$ cat config.mk
export PLATFORM = sky130hd
export DESIGN_NAME = ob_drain
export DESIGN_NICKNAME = d
export VERILOG_FILES = /design/src/rtl/ob_drain.sv
export SDC_FILE = /design/constraint.sdc
export NUM_CORES = 1
export LEC_CHECK = 0
export ABC_AREA = 1
export CORE_MARGIN = 3
export CORE_UTILIZATION = 25
export CTS_CLUSTER_DIAMETER = 30
export DETAILED_ROUTE_END_ITERATION = 8
export HOLD_SLACK_MARGIN = 0.03
export PLACE_DENSITY = 0.43
export REMOVE_ABC_BUFFERS = 1
export SLEW_MARGIN = 20
export SYNTH_ARGS = -nofsm -noshare
export SYNTH_HDL_FRONTEND = slang
export SYNTH_SLANG_ARGS = --single-unit
$ cat constraint.sdc
create_clock -name clk_i -period 3.7 [get_ports clk_i]
set_input_delay 0.555 -clock clk_i [delete_from_list [all_inputs] [get_ports clk_i]]
set_output_delay 0.555 -clock clk_i [all_outputs]
set_load 0.03 [all_outputs]
$ cat src/rtl/ob_drain.sv
// Output-buffer drain: reads a window of COL-lane rows from the output buffer and
// streams them one lane per beat. Define OB_DRAIN_CHECKSUM_EN to add checksum_o.
module ob_drain #(
   parameter int WIDTH  = 8,
   parameter int COL    = 4,
   parameter int O_SIZE = 256
) (
   input  logic                        clk_i,
   input  logic                        rst_i,
   input  logic                        start_i,
   input  logic [$clog2(O_SIZE)-1:0]   base_addr_i,
   input  logic [$clog2(O_SIZE):0]     num_rows_i,
   output logic                        mem_cenb_o,
   output logic                        mem_wenb_o,
   output logic [$clog2(O_SIZE)-1:0]   mem_addr_o,
   input  logic [COL*WIDTH-1:0]        mem_q_i,
   output logic [WIDTH-1:0]            out_data_o,
   output logic                        out_valid_o,
   input  logic                        out_ready_i,
   output logic                        out_last_o,
   output logic                        busy_o,
   output logic                        done_o
`ifdef OB_DRAIN_CHECKSUM_EN
   ,
   output logic [15:0]                 checksum_o
`endif
);

   localparam int AW = $clog2(O_SIZE);
   localparam int NW = AW + 1;
   localparam int LW = $clog2(COL);

   typedef enum logic [1:0] {IDLE, RUN, FINISH} state_t;
   typedef logic [COL-1:0][WIDTH-1:0] row_t;

   state_t          st_q, st_d;
   logic [AW-1:0]   addr_q, addr_d;
   logic [AW-1:0]   maddr_q, maddr_d;
   logic [NW-1:0]   num_q, num_d;
   logic [NW-1:0]   iss_q, iss_d;
   // [0]: read presented to memory this cycle, [1]: its data is on mem_q_i
   logic [1:0]      vld_pipe_q, vld_pipe_d;
   logic [1:0]      lst_pipe_q, lst_pipe_d;
   row_t            sr_q, sr_d;
   logic            sr_vld_q, sr_vld_d;
   logic            sr_lst_q, sr_lst_d;
   logic [LW-1:0]   lane_q, lane_d;
   row_t            pf_q, pf_d;
   logic            pf_vld_q, pf_vld_d;
   logic            pf_lst_q, pf_lst_d;
   logic            busy_q, busy_d;
   logic            done_q, done_d;
`ifdef OB_DRAIN_CHECKSUM_EN
   logic [15:0]     chk_q, chk_d;
`endif

   logic hs, lane_end, sr_free;

   assign hs       = sr_vld_q && out_ready_i;
   assign lane_end = hs && (lane_q == LW'(COL-1));
   assign sr_free  = !sr_vld_q || lane_end;

   function automatic logic [AW-1:0] nxt_addr(input logic [AW-1:0] a);
      return (a == AW'(O_SIZE-1)) ? '0 : a + AW'(1);
   endfunction

   always_comb begin
      st_d       = st_q;
      addr_d     = addr_q;
      maddr_d    = maddr_q;
      num_d      = num_q;
      iss_d      = iss_q;
      vld_pipe_d = {vld_pipe_q[0], 1'b0};
      lst_pipe_d = {lst_pipe_q[0], 1'b0};
      sr_d       = sr_q;
      sr_vld_d   = sr_vld_q;
      sr_lst_d   = sr_lst_q;
      lane_d     = lane_q;
      pf_d       = pf_q;
      pf_vld_d   = pf_vld_q;
      pf_lst_d   = pf_lst_q;
`ifdef OB_DRAIN_CHECKSUM_EN
      chk_d      = chk_q;
`endif

      if (hs) begin
         sr_d   = sr_q >> WIDTH;
         lane_d = lane_q + LW'(1);
`ifdef OB_DRAIN_CHECKSUM_EN
         chk_d  = chk_q + 16'(sr_q[0]);
`endif
      end
      if (lane_end) begin
         sr_vld_d = 1'b0;
         lane_d   = '0;
      end

      // Prefetched row wins over returning data; the two are never both present.
      if (sr_free && pf_vld_q) begin
         sr_d     = pf_q;
         sr_vld_d = 1'b1;
         sr_lst_d = pf_lst_q;
         lane_d   = '0;
         pf_vld_d = 1'b0;
      end else if (sr_free && vld_pipe_q[1]) begin
         sr_d     = mem_q_i;
         sr_vld_d = 1'b1;
         sr_lst_d = lst_pipe_q[1];
         lane_d   = '0;
      end
      if (vld_pipe_q[1] && (pf_vld_q || !sr_free)) begin
         pf_d     = mem_q_i;
         pf_vld_d = 1'b1;
         pf_lst_d = lst_pipe_q[1];
      end

      case (st_q)
         IDLE: begin
            if (start_i) begin
               num_d = num_rows_i;
               iss_d = '0;
`ifdef OB_DRAIN_CHECKSUM_EN
               chk_d = '0;
`endif
               if (num_rows_i == '0) begin
                  st_d = FINISH;
               end else begin
                  st_d          = RUN;
                  vld_pipe_d[0] = 1'b1;
                  lst_pipe_d[0] = (num_rows_i == NW'(1));
                  maddr_d       = base_addr_i;
                  addr_d        = nxt_addr(base_addr_i);
                  iss_d         = NW'(1);
               end
            end
         end
         RUN: begin
            // Issue only if the row can land without overflowing the prefetch slot.
            if ((iss_q < num_q) && !vld_pipe_q[0] && !pf_vld_d) begin
               vld_pipe_d[0] = 1'b1;
               lst_pipe_d[0] = ((iss_q + NW'(1)) == num_q);
               maddr_d       = addr_q;
               addr_d        = nxt_addr(addr_q);
               iss_d         = iss_q + NW'(1);
            end
            if (lane_end && sr_lst_q) st_d = FINISH;
         end
         FINISH:  st_d = IDLE;
         default: st_d = IDLE;
      endcase

      busy_d = (st_d != IDLE);
      done_d = (st_q == FINISH);
   end

   always_ff @(posedge clk_i) begin
      if (rst_i) begin
         st_q       <= IDLE;
         addr_q     <= '0;
         maddr_q    <= '0;
         num_q      <= '0;
         iss_q      <= '0;
         vld_pipe_q <= '0;
         lst_pipe_q <= '0;
         sr_q       <= '0;
         sr_vld_q   <= 1'b0;
         sr_lst_q   <= 1'b0;
         lane_q     <= '0;
         pf_q       <= '0;
         pf_vld_q   <= 1'b0;
         pf_lst_q   <= 1'b0;
         busy_q     <= 1'b0;
         done_q     <= 1'b0;
`ifdef OB_DRAIN_CHECKSUM_EN
         chk_q      <= '0;
`endif
      end else begin
         st_q       <= st_d;
         addr_q     <= addr_d;
         maddr_q    <= maddr_d;
         num_q      <= num_d;
         iss_q      <= iss_d;
         vld_pipe_q <= vld_pipe_d;
         lst_pipe_q <= lst_pipe_d;
         sr_q       <= sr_d;
         sr_vld_q   <= sr_vld_d;
         sr_lst_q   <= sr_lst_d;
         lane_q     <= lane_d;
         pf_q       <= pf_d;
         pf_vld_q   <= pf_vld_d;
         pf_lst_q   <= pf_lst_d;
         busy_q     <= busy_d;
         done_q     <= done_d;
`ifdef OB_DRAIN_CHECKSUM_EN
         chk_q      <= chk_d;
`endif
      end
   end

   assign mem_cenb_o  = ~vld_pipe_q[0];
   assign mem_wenb_o  = 1'b1;
   assign mem_addr_o  = maddr_q;
   assign out_data_o  = sr_q[0];
   assign out_valid_o = sr_vld_q;
   assign out_last_o  = sr_vld_q && (lane_q == LW'(COL-1)) && sr_lst_q;
   assign busy_o      = busy_q;
   assign done_o      = done_q;
`ifdef OB_DRAIN_CHECKSUM_EN
   assign checksum_o  = chk_q;
`endif

endmodule

Word level (Yosys, flattened, before mapping)
Cells that the tools add are included.

Flip-flop bits (word level): 112. Bits of input ports: 53. Output and inout port bits: 22. Word-level logic and storage cells: 101.

$add $sub $neg: 4. Magnitude comparators: 1. Equal/unequal tests: 10. Mux-type cells: 36. Bitwise operators: 1. Reductions and logical operators: 27.

Operators with widths (number): $mux W32 (3); $mux W8 (8); $pmux W8 S2 (2); $mux W9 (2); $pmux W9 S2 (1); $add A8 B1 Y8 const B (2); $eq A8 B8 Y1 const B (2); $mux W1 (14); $logic_and A1 B1 Y1 (10); $add A9 B1 Y9 const B (1); $eq A9 B1 Y1 const B (1); $eq A9 B9 Y1 (1); $logic_not A9 Y1 (1); $lt A9 B9 Y1 (1); $mux W2 (3); $ne A2 B2 Y1 const B (3); $reduce_bool A2 Y1 (3); $reduce_bool A3 Y1 (2); $eq A2 B2 Y1 const B (2); $logic_not A1 Y1 (4); $pmux W1 S2 (2); $pmux W2 S2 (1); $reduce_and A4 Y1 (1); $reduce_or A4 Y1 (1); 7 further kinds (8).

Logic depth before layout (Yosys ltp)
Depth in word-level cells: 11. Mapped depth: 14. Depth with buffers taken out: 14.

Worst setup path after synthesis
OpenSTA, ideal clock, no wires.

Path kind: register -> output. Start: reg sr_vld_q (netlist: out_valid_o). End: out out_last_o. Arrival time: 1.346 ns. Data required time: 3.145 ns. Path slack: 1.799 ns. Cell stages (with the launch flop): 3. Buffers on the path: 0. Cell sequence: dfxtp_1 -> inv_1 -> nor3_1.

Longest elaborated chain between the ends: 2.

Ends and longest elaborated chain: start: declaration (RTL line 45) `logic sr_vld_q, sr_vld_d;`; start signal: assignment (RTL line 186) `sr_vld_q <= sr_vld_d;`; $logic_and A1 B1 Y1 (2 in a row) (RTL line 205) `assign out_last_o = sr_vld_q && (lane_q == LW'(COL-1)) && sr_lst_q;`; end: declaration (RTL line 20) `output logic out_last_o,`.

No other way between the ends.

Worst setup path in the final report
Start: reg lane_q[0]. End: out out_last_o.

Longest elaborated chain between the ends: 3.

Ends and longest elaborated chain: start: declaration (RTL line 47) `logic [LW-1:0] lane_q, lane_d;`; start signal: assignment (RTL line 188) `lane_q <= lane_d;`; $eq A2 B2 Y1 (RTL line 205); $logic_and A1 B1 Y1 (2 in a row) (RTL line 205).

No other way between the ends.

==> summary.md <==
| Metric | Value |
|---|---|
| Status | complete, no violations |
| Top FF cell, synth | dfxtp_1 |
| Max rail drop VDD | between 0.0002 and 0.00025 V |
| Area contributors post-synth | dfxtp_1 40%, nand2_1 14%, nor2_1 8.6% |
| Yosys cell types | 33 |
| Synth Area in Compound Gates | 0.165 |
| CTS Root Cell | clkbuf_16 |
| Setup ws final | about 1.2 ns |
| Seq/Total Area, Yosys | 0.400 |
| ANT cells | 0 |
| Post-synth ARST share | 0 |
| Relative slew margins | 0.452 |
| Clock transition at path regs | 0.08 ns |
| Die W | 156 um |
| Final Hold Fails | 0 |
| CTS buffer count | 9 |
| Area share of the largest cell type after synthesis | 0.400 |
| RSZ-0062 raised after global routing | false |
| Worst min path class | reg2reg |
| Layout cells sized above 1 | 0.0510 |
| Total Power | between 2 and 3 mW |
| CP Launch Type | register |
| GRT overflow | 0 |
| WP data arrival | just under 2 ns |
| Starting DRT DRC Count | 388 |
| Core area | ~0.022 mm^2 |
| Post-Synth Adder-Cell Area | 0.0290 |
| Final Net Count | around 940 |
| Wire per inst | approximately 14 um |
| Min Hold Slack | ~0.41 ns |
| Drt first pass iters | 5 |
| Slew @ Worst Pin | approximately 0.82 ns |
| Cell with the most instances after synthesis | nand2_1 |
| Crit Path Category | reg2out |
| Final setup viols | 0 |
| Setup TNS | 0 ns |
| Max clock buf depth | 2 |
| Max-cap viol count | 0 |
| H-tree depth | 3 |
| Mux contribution to synthesized area | 0 |
| Syn-to-layout area delta | 22.3% |
| Number of core rows | between 50 and 60 |
| Critical path peak fanout | 2 |
| Post-synthesis instance area | 0.00561 mm^2 |
| Global-route usage over all layers | 0.137 |
| Largest family of logic cells by synthesized area | simple AND/OR/NAND/NOR gates |
| Sw Ratio | 0.300 |
| Reg power frac | 0.460 |
| EDFF count, synth | 0 |
| Vias per cell | about 4.6 |
| Initial Util | 0.256 |
| #FFs+latches synth | roughly 110 |
| TritonCTS Sinks | approximately 110 |
| Die H | 156 um |
| Initial antenna violation count | 0 |
| Pwr dens | around 420 mW/mm^2 |
| Final Wtd Congestion | slightly below 0.8 |
| Synth Area per Inst | about 6.7 um^2 |
| Placed cell areas | ~0.0066 mm^2 |
| CTS tree | yes |
| Placed insts | approximately 1,100 |
| Cts repair resizes | 0 |
| First-pass GRT wire length | 26,900 um |
| Crit end category | output pin |
| Post-Synth XOR/XNOR Area | 0.0118 |
| Final period util | 0.687 |
| Place WS | 0.958 ns |
| Clk_lat worst skew | ~0.36 ns |
| Int Pwr | just over 2 mW |
| CP required | about 3.1 ns |
| Fmax | a little under 400 MHz |
| Gate count of the mapped netlist | 834 |
| Vias in the first global route | just over 5,000 |
| # IOs | 75 |
| Syn. warnings | 0 |
| Leakage | ~2.6 nW |
| Most area-hungry cell type in the Yosys netlist | dfxtp_1 |
| Post-DRT Antenna Nets | 0 |
| Post-Route WL | about 17,000 um |
| Die Area | around 0.024 mm^2 |
| Via count | between 5,000 and 6,000 |
| Combinational power share | 0.180 |
| Post-synth top cells | 203 x nand2_1, 129 x nor2_1, 112 x dfxtp_1 |
| Synth Area in Simple Gates | 0.312 |
| Layout Cells excl Fill | 1,163 |
| Finished Cell Area | ~0.0069 mm^2 |
| Layout Utilization | 0.312 |
| Worst setup skew after layout | roughly 0.0095 ns |
| Pin count of the biggest net entering global routing | between 40 and 50 |
| Hold buffer count at cts | 0 |
| Switching power | between 800 and 900 uW |
| Post-CTS Repair Setup Buffers | 0 |
| Port Buf Inserts | 73 |
| # DRC | 0 |
| Crit path time final | around 2.5 ns |
| DP HPWL | roughly 11,000 um |
| Clk pwr share | 0.361 |
| Final Slew Violations | 0 |
==> power by group through the flow <==
stage                     combinational (mW)  clock [mW]  sequential (mW)
final                                  0.518        1.04             1.33
after global routing                   0.587        1.12             1.34
after CTS                              0.528        1.07             1.33
after detailed placement               0.526           0             1.35
after global placement                 0.526           0             1.36
after floorplan                        0.261           0             1.39
==> sequential cells by signal, indices dropped and copies added (netlist names), 2 cells and up <==
signal and flops:
pf_q 32, sr_q 24, iss_q 9, num_q 9, addr_q 8, mem_addr_o 8
out_data_o 8, lane_q 2, lst_pipe_q 2, st_q 2, vld_pipe_q 2
==> worst max-delay path: stages, from the launching register on <==
cell and delay (ns):
dfxtp_1 0.37, ha_1 0.21, inv_1 0.05, nor3_1 0.26
clkdlybuf4s50_1 0.75
==> per-layer routing <==
metal	track usage	vias up	part of all wire
met3	0.0211	13	0.031
met2	0.218	77	0.45
met1	0.191	2437	0.50
met4	0.0463	0	0.015
li1	-	2824	-
met5	0	-	0
==> cell type report <==
type	instances	area, um^2
clock buffers	9	225
clock inverters	7	80.1
fillers	2435	15100
inverters	52	200
multi-input cells	615	2910
flip-flops and latches	112	2240
well taps	280	350
repair buffers	88	856
==> worst paths after layout <==
| kind | start | endpoint | slack, ns | depth (start not counted) |
|---|---|---|---|---|
| setup / recovery | lane_q[0] | out_last_o | 1.16 | 4 |
| setup reg to reg | pf_vld_q | iss_q[7] | 1.33 | 9 |
| hold / removal | lst_pipe_q[0] | lst_pipe_q[1] | 0.41 | 2 |
| hold reg to reg | lst_pipe_q[0] | lst_pipe_q[1] | 0.41 | 2 |
==> placed cells by master, fill, tap and decap left out, types with 4 or more instances in the layout <==
cell	n
inv_1	47
clkbuf_16	9
nand2_1	203
nor2_1	129
clkdlybuf4s50_1	73
dfxtp_1	112
nand3_1	69
nor3_1	6
nand4_1	6
o21ai_1	6
a31oi_1	33
inv_2	4
ha_1	13
o21ai_0	94
buf_4	14
a21oi_1	33
==> cell families (layout without fill, tap and decap cells) <==
group | Yosys count | count (layout)
buffers and inverters | 107 | 156
AOI/OAI and AO/OA | 173 | 173
adders and majority gates | 13 | 13
DFF | 112 | 112
xor gates and xnor gates | 6 | 6
and+or+nand+nor | 422 | 422
other | 1 | 1
Power figures use the tool's default switching activity.
